File: src/rtl/div_repeated_sub_if.sv
// Handshake and data bus between a requester and the repeated-subtraction
// divider. The requester drives start/din; the divider returns the result,
// the busy/done status and the divide-by-zero flag.
interface div_repeated_sub_if #(
  parameter int WIDTH = 16
);
  logic             start;
  logic [WIDTH-1:0] din;
  logic [WIDTH-1:0] quotient;
  logic [WIDTH-1:0] remainder;
  logic             busy;
  logic             done;
  logic             dz;

  modport master (
    output start, din,
    input  quotient, remainder, busy, done, dz
  );

  modport slave (
    input  start, din,
    output quotient, remainder, busy, done, dz
  );
endinterface

File: src/rtl/div_repeated_sub.sv
// Unsigned divider by repeated subtraction. The dividend and the divisor
// arrive on one shared bus in two consecutive cycles. The divisor is then
// subtracted from the running remainder once per cycle, and the quotient
// counts the subtractions until the remainder drops below the divisor.
// A zero divisor finishes at once with dz set and an all-ones quotient.
module div_repeated_sub #(
  parameter int WIDTH = 16
) (
  input  logic               clk,
  input  logic               rst_n,
  div_repeated_sub_if.slave  bus
);

  typedef enum logic [1:0] {
    IDLE,
    LDB,
    SUB,
    DONE
  } state_t;

  state_t           state;
  state_t           state_nx;
  logic [WIDTH-1:0] rem_q;
  logic [WIDTH-1:0] quo_q;
  logic [WIDTH-1:0] dvs_q;
  logic             dz_q;
  logic             busy_q;
  logic             done_q;
  logic             can_sub;

  assign can_sub = (rem_q >= dvs_q);

  // Next-state selection: a start is only honoured when no operation is running
  always_comb begin
    state_nx = state;
    case (state)
      IDLE, DONE: if (bus.start) state_nx = LDB;
      LDB:        state_nx = (bus.din == '0) ? DONE : SUB;
      SUB:        if (!can_sub) state_nx = DONE;
      default:    state_nx = IDLE;
    endcase
  end

  // State register, with busy/done registered from the state being entered
  always_ff @(posedge clk or negedge rst_n) begin
    if (!rst_n) begin
      state  <= IDLE;
      busy_q <= 1'b0;
      done_q <= 1'b0;
    end else begin
      state  <= state_nx;
      busy_q <= (state_nx == LDB) || (state_nx == SUB);
      done_q <= (state_nx == DONE);
    end
  end

  // Datapath: load operands, then subtract and count until the remainder is short
  always_ff @(posedge clk or negedge rst_n) begin
    if (!rst_n) begin
      rem_q <= '0;
      quo_q <= '0;
      dvs_q <= '0;
      dz_q  <= 1'b0;
    end else begin
      case (state)
        IDLE, DONE: begin
          if (bus.start) begin
            rem_q <= bus.din;
            quo_q <= '0;
            dz_q  <= 1'b0;
          end
        end
        LDB: begin
          dvs_q <= bus.din;
          if (bus.din == '0) begin
            dz_q  <= 1'b1;
            quo_q <= '1;
          end
        end
        SUB: begin
          if (can_sub) begin
            rem_q <= rem_q - dvs_q;
            quo_q <= quo_q + WIDTH'(1);
          end
        end
        default: begin
          rem_q <= rem_q;
        end
      endcase
    end
  end

  assign bus.quotient  = quo_q;
  assign bus.remainder = rem_q;
  assign bus.busy      = busy_q;
  assign bus.done      = done_q;
  assign bus.dz        = dz_q;

endmodule

File: src/flat_wrapper.sv
// flat-port wrapper written by rule: the top's interface ports become plain ports
module div_repeated_sub_flat 
#(
  parameter int WIDTH = 16
)
  (clk, rst_n, bus_start, bus_din, bus_quotient, bus_remainder, bus_busy, bus_done, bus_dz);
  div_repeated_sub_if #(.WIDTH(WIDTH)) bus_i ();
  input  logic clk;
  input  logic rst_n;
  input wire logic [$bits(bus_i.start)-1:0] bus_start;
  input wire logic [$bits(bus_i.din)-1:0] bus_din;
  output wire logic [$bits(bus_i.quotient)-1:0] bus_quotient;
  output wire logic [$bits(bus_i.remainder)-1:0] bus_remainder;
  output wire logic [$bits(bus_i.busy)-1:0] bus_busy;
  output wire logic [$bits(bus_i.done)-1:0] bus_done;
  output wire logic [$bits(bus_i.dz)-1:0] bus_dz;
  assign bus_i.start = bus_start;
  assign bus_i.din = bus_din;
  assign bus_quotient = bus_i.quotient;
  assign bus_remainder = bus_i.remainder;
  assign bus_busy = bus_i.busy;
  assign bus_done = bus_i.done;
  assign bus_dz = bus_i.dz;
  div_repeated_sub #(.WIDTH(WIDTH)) u_core (.clk(clk), .rst_n(rst_n), .bus(bus_i));
endmodule
File: config.mk
export PLATFORM = sky130hd
export DESIGN_NAME = div_repeated_sub_flat
export DESIGN_NICKNAME = d
export VERILOG_FILES = /design/src/rtl/div_repeated_sub_if.sv /design/src/rtl/div_repeated_sub.sv /design/src/flat_wrapper.sv
export SDC_FILE = /design/constraint.sdc
export NUM_CORES = 1
export LEC_CHECK = 0
export BUFFER_PORTS_ARGS = -buffer_cell sky130_fd_sc_hd__clkbuf_2
export CAP_MARGIN = 10
export CORE_ASPECT_RATIO = 0.8
export CORE_UTILIZATION = 50
export DETAILED_ROUTE_END_ITERATION = 8
export GPL_TIMING_DRIVEN = 0
export HOLD_SLACK_MARGIN = 0.15
export PLACE_DENSITY = 0.7
export SYNTH_ARGS = -nofsm -noshare
export SYNTH_HDL_FRONTEND = slang
export SYNTH_SLANG_ARGS = --single-unit
File: constraint.sdc
create_clock -name clk -period 5.22 [get_ports clk]
set_input_delay 1.044 -clock clk [delete_from_list [all_inputs] [get_ports clk]]
set_output_delay 1.044 -clock clk [all_outputs]
set_load 0.05 [all_outputs]
==> results.sh, run 1 <==
export IMPL_fillers=601
export IMPL_outcome="completed"
export IMPL_grt_pass1_wl_um=14200
export IMPL_postCtsSetupBuffers=0
export IMPL_ys_seq_elements=53
export IMPL_tns_ps=0
export IMPL_antenna_found_initial=0
export IMPL_ys_types=46
export IMPL_vias_per_cell=5.68
export IMPL_start_util=0.520
export IMPL_boundaryPins=54
export IMPL_n_antenna_cell=0
export IMPL_drc=0
export IMPL_antenna_left=0
export IMPL_numPortBuffers=53
export IMPL_cts_resized=0
export IMPL_dp_worst_setup_slack_ps=2350
export IMPL_crit_arrival_ps=3110
export IMPL_synth_ff_type="dfrtp_1"
export IMPL_syn_to_final_growth_pct=14.6
export IMPL_worst_pin_slew_ps=917
export IMPL_clock_latency_ps=310
export IMPL_hold_viol=0
export IMPL_ys_seq_area_frac=0.396
export IMPL_vias=3115
export IMPL_final_cell_mix="clkbuf_2 (53), dfrtp_1 (53), nor2_1 (50), a21oi_1 (40), nand2_1 (37)"
export IMPL_die_height_um=75.2
export IMPL_fin_skew_ps=10.3
export IMPL_wl_per_cell_um=15.8
export IMPL_grt_setup_unrepaired="no"
export IMPL_netlist_instances=402
export IMPL_core_region_area_um2=6440
export IMPL_grt_util_all_layers=0.265
export IMPL_endpoint_kind="register"
export IMPL_die_w_um=93.5
export IMPL_yosys_warnings=0
export IMPL_fin_nets=504
export IMPL_hold_path_depth=1
export IMPL_slew_headroom=0.389
export IMPL_start_kind="register"
export IMPL_hold_class="register to register"
export IMPL_cts_sinks=53
export IMPL_worst_slack_ps=2270
export IMPL_row_count=26
export IMPL_syn_area_per_cell_um2=8.33
export IMPL_cts_tree="yes"
export IMPL_period_share=0.565
export IMPL_cts_inserted_buffers=5
export IMPL_totalWireLength_um=8670
export IMPL_slew_violations=0
export IMPL_crit_type="register to register"
export IMPL_r2r_cells=10
export IMPL_drtPass1Iterations=4
export IMPL_syn_area_um2=3350
export IMPL_maxCapViolCount=0
export IMPL_clock_path_buffers=2
export IMPL_drive_gt1_frac=0.164
export IMPL_synth_top_area_share=0.396
export IMPL_synthesis_nets=443
export IMPL_grt_pass1_vias=2913
export IMPL_setup_viol=0
export IMPL_required_ps=5380
export IMPL_clk_pin_slew_ps=100
export IMPL_hold_buffers=0
export IMPL_gr_total_overflow=0
export IMPL_async_flop_share=1.00
export IMPL_cp_max_fo=10
export IMPL_fin_crit_ps=2950
export IMPL_finalWeightedCongestion=0.888
export IMPL_dieArea_um2=7030
export IMPL_ctsHtreeMaxLevel=2
export IMPL_synth_edf_count=0
export IMPL_synthTopCellsByArea="dfrtp_1 (40%), ha_1 (7.8%), a21oi_1 (6.0%)"
export IMPL_dp_hpwl_um=6680
export IMPL_drtIter0Drc=212
export IMPL_fmax_mhz=339
export IMPL_grt_max_degree=34
export IMPL_synth_top_area_cell="dfrtp_1"
export IMPL_ctsRootBufferMaster="clkbuf_8"
## cell usage after synthesis (all sizes together) (2+ instances only)
master,n
nand2b,8
inv,22
a21oi,41
mux2,2
a21boi,2
xnor2,2
o21ai,57
a41oi,5
a31oi,11
nor2b,6
nand2,37
dfrtp,53
nor4,5
xor2,9
buf,9
nor3,3
nand3,8
nand4,3
ha,21
and3,5
mux2i,6
clkbuf,10
and4,2
a21o,4
nor2,50
o21a,4
and2,2
o211ai,3
## flip-flops by register name, indices dropped and copies added, names as in the netlist
signal,flops
u_core.dvs_q,16
u_core.bus.remainder,16
u_core.state,2
u_core.bus.quotient,16
u_core.bus.busy,1
u_core.bus.done,1
u_core.bus.dz,1
## path summary, 6_finish.rpt
check | start | end | slack, ps
hold / removal | u_core.dvs_q[0] | u_core.dvs_q[0] | 530
hold reg to reg | u_core.dvs_q[0] | u_core.dvs_q[0] | 530
max in group asynchronous | rst_n | u_core.dvs_q[9] | 3760
min in group asynchronous | rst_n | u_core.bus.quotient[11] | 850
setup reg to reg | u_core.bus.remainder[0] | u_core.bus.remainder[10] | 2270
setup / recovery | u_core.bus.remainder[0] | u_core.bus.remainder[10] | 2270
## layer usage
layer | GRT usage | share of wire | vias up
li1 | - | - | 1533
met1 | 0.371 | 0.49 | 1479
met2 | 0.437 | 0.45 | 93
met3 | 0.0434 | 0.052 | 10
met4 | 0.0547 | 0.011 | 0
met5 | 0 | 0 | -
## worst max-delay path, cell delays in order, from the launching register on
cell	delay, ps
dfrtp_1	380
inv_1	50
ha_1	210
fa_1	410
nand2b_1	190
a21oi_1	240
o21ai_1	200
a31oi_4	270
o21a_1	220
clkbuf_1	460
a21oi_1	150
## stage by stage
step                       util  cells  cell area (um2)  hold slack, ps
after floorplan               -    402             3350             485
after global placement    0.578    539             3720             498
after detailed placement  0.582    540             3750             509
after CTS                 0.596    548             3840             533
after global routing      0.596    548             3840             551
final                     0.596    548             3840             531
## cell type report
| cell class | count | area [um2] | area share |
|---|---|---|---|
| Tap cell | 84 | 105 | 0.0274 |
| Inverter | 23 | 86.3 | 0.0225 |
| Clock buffer | 5 | 68.8 | 0.0179 |
| Sequential cell | 53 | 1330 | 0.346 |
| Timing Repair Buffer | 54 | 293 | 0.0763 |
| Multi-Input combinational cell | 307 | 1850 | 0.482 |
| Clock inverter | 3 | 21.3 | 0.00554 |
| Buffer | 19 | 86.3 | 0.0225 |
## logic make-up (layout without fill, tap and decap cells)
kind of cell,count (synthesis),after routing,synth area share
xor+xnor,11,11,0.0288
mux,8,8,0.0247
compound gates,133,133,0.232
buf+inv,42,104,0.0515
flops,53,53,0.396
fa+ha+maj,22,22,0.0844
simple gates,133,133,0.182
Power of run 1 is left out: the tool's default activity adds up to more than one toggle a clock period on the data nets, which glitch-free logic cannot reach.
==> run 2: changes to the inputs <==
Settings changed: PLACE_DENSITY 0.7 to 0.73.
Clock period 5.22 ns to 2.65 ns, I/O delays scaled along.
==> results.sh, run 2 (synthesized netlist as in run 1, its figures left out) <==
export IMPL_fillers=587
export IMPL_crit_arrival_ps=2750
export IMPL_period_share=0.964
export IMPL_dieArea_um2=7030
export IMPL_antenna_found_initial=0
export IMPL_cp_max_fo=10
export IMPL_grt_max_degree=35
export IMPL_row_count=26
export IMPL_die_height_um=75.2
export IMPL_wl_met3_um=534
export IMPL_cts_tree="yes"
export IMPL_grt_setup_unrepaired="yes"
export IMPL_start_util=0.520
export IMPL_cts_sinks=53
export IMPL_maxCapViolCount=0
export IMPL_fin_skew_ps=10.2
export IMPL_dp_hpwl_um=6650
export IMPL_core_region_area_um2=6440
export IMPL_drtPass1Iterations=5
export IMPL_hold_buffers=0
export IMPL_fmax_mhz=392
export IMPL_hold_class="input port to async pin"
export IMPL_n_antenna_cell=0
export IMPL_vias=3199
export IMPL_fin_nets=506
export IMPL_cts_inserted_buffers=5
export IMPL_clock_path_buffers=2
export IMPL_final_common_cell="clkbuf_2"
export IMPL_setup_viol=0
export IMPL_hold_viol=0
export IMPL_grt_pass1_vias=2716
export IMPL_endpoint_kind="register"
export IMPL_clock_latency_ps=310
export IMPL_fin_crit_ps=2550
export IMPL_slowest_stage="dfrtp_2"
export IMPL_slowest_delay_ps=390
export IMPL_drtIter0Drc=243
export IMPL_grt_util_all_layers=0.257
export IMPL_start_kind="register"
export IMPL_worst_pin_slew_ps=725
export IMPL_crit_type="register to register"
export IMPL_antenna_left=0
export IMPL_whs_ps=183
export IMPL_wl_per_cell_um=16.0
export IMPL_grt_pass1_wl_um=13900
export IMPL_worstPathCellList="inv_1, ha_1, fa_2, nand2b_1, a21oi_2, o21ai_2, a31oi_4, o21ai_2, buf_4, buf_4, o21ai_1, o21ai_1"
export IMPL_wl_met2_um=3730
export IMPL_regToRegSetupSlack_ps=100
export IMPL_ctsRootBufferMaster="clkbuf_8"
export IMPL_die_w_um=93.5
export IMPL_gr_total_overflow=0
export IMPL_slew_violations=0
export IMPL_top_layer_used="met4"
export IMPL_drc=0
export IMPL_slew_headroom=0.515
export IMPL_boundaryPins=54
export IMPL_drive_gt1_frac=0.189
export IMPL_outcome="completed"
export IMPL_required_ps=2850
export IMPL_vias_per_cell=5.82
export IMPL_ctsHtreeMaxLevel=2
export IMPL_syn_to_final_growth_pct=17.7
export IMPL_met1_length_um=4460
export IMPL_clk_pin_slew_ps=100
export IMPL_final_cell_mix="clkbuf_2 (54), dfrtp_1 (52), nor2_1 (50), a21oi_1 (39), nand2_1 (37)"
export IMPL_totalWireLength_um=8800
export IMPL_finalWeightedCongestion=0.902
export IMPL_numPortBuffers=53
==> run 2: changes by cell type in the layout (fill, tap and decap cells not counted), moves of 2 or more <==
cell       change
buf_4          +3
bufinv_16      +2
o21ai_1        -2
o21ai_2        +2
==> run 2: path summary, 6_finish.rpt <==
| check | from | endpoint | depth (start not counted) |
|---|---|---|---|
| max | u_core.bus.remainder[0] | u_core.bus.quotient[5] | 12 |
| max in group asynchronous | rst_n | u_core.bus.quotient[1] | 2 |
| min | rst_n | u_core.bus.remainder[1] | 1 |
| min reg2reg | u_core.dvs_q[0] | u_core.dvs_q[0] | 1 |
| min in group clk | bus_din[13] | u_core.dvs_q[13] | 3 |
| max reg2reg | u_core.bus.remainder[0] | u_core.bus.quotient[5] | 12 |
==> run 2: critical path, delay by kind of cell, from the launching register on <==
kind / cells / cell delay [ps]
and+or+nand+nor: 1 / 190
DFF: 1 / 390
buffers and inverters: 3 / 410
adders and majority gates: 2 / 580
AOI/OAI and AO/OA: 6 / 880
==> run 2: layout make-up <==
| cell class | count | area (um2) | area share |
|---|---|---|---|
| plain buffers | 19 | 90.1 | 0.0228 |
| clock buffers | 5 | 68.8 | 0.0174 |
| clock inverters | 3 | 65.1 | 0.0165 |
| inverters | 23 | 88.8 | 0.0225 |
| multi-input cells | 307 | 1900 | 0.481 |
| flip-flops and latches | 53 | 1330 | 0.337 |
| well taps | 84 | 105 | 0.0266 |
| repair buffers | 56 | 300 | 0.0761 |
==> run 2: stage by stage <==
stage | util | setup WS (ps) | cells | area [um2] | TNS [ps]
after global routing | 0.612 | -27.7 | 550 | 3940 | -142
after floorplan | - | 10.9 | 402 | 3350 | 0
after global placement | 0.578 | -183 | 539 | 3720 | -1910
after detailed placement | 0.581 | -212 | 540 | 3740 | -2770
final | 0.612 | 96.5 | 550 | 3940 | 0
after CTS | 0.605 | 8.57 | 548 | 3890 | 0
==> run 2: routing by layer <==
layer | up-vias | global-route usage
met5 | - | 0
met4 | 0 | 0.0496
met3 | 8 | 0.0465
met2 | 131 | 0.368
met1 | 1520 | 0.405
li1 | 1540 | -
==> run 2: repair_timing <==
action                     CTS  global route
gates resized for setup      4            10
pin swaps                    1             4
setup endpoints to repair   31            32
setup buffers                0             2
Power of run 2 is left out for the same reason.
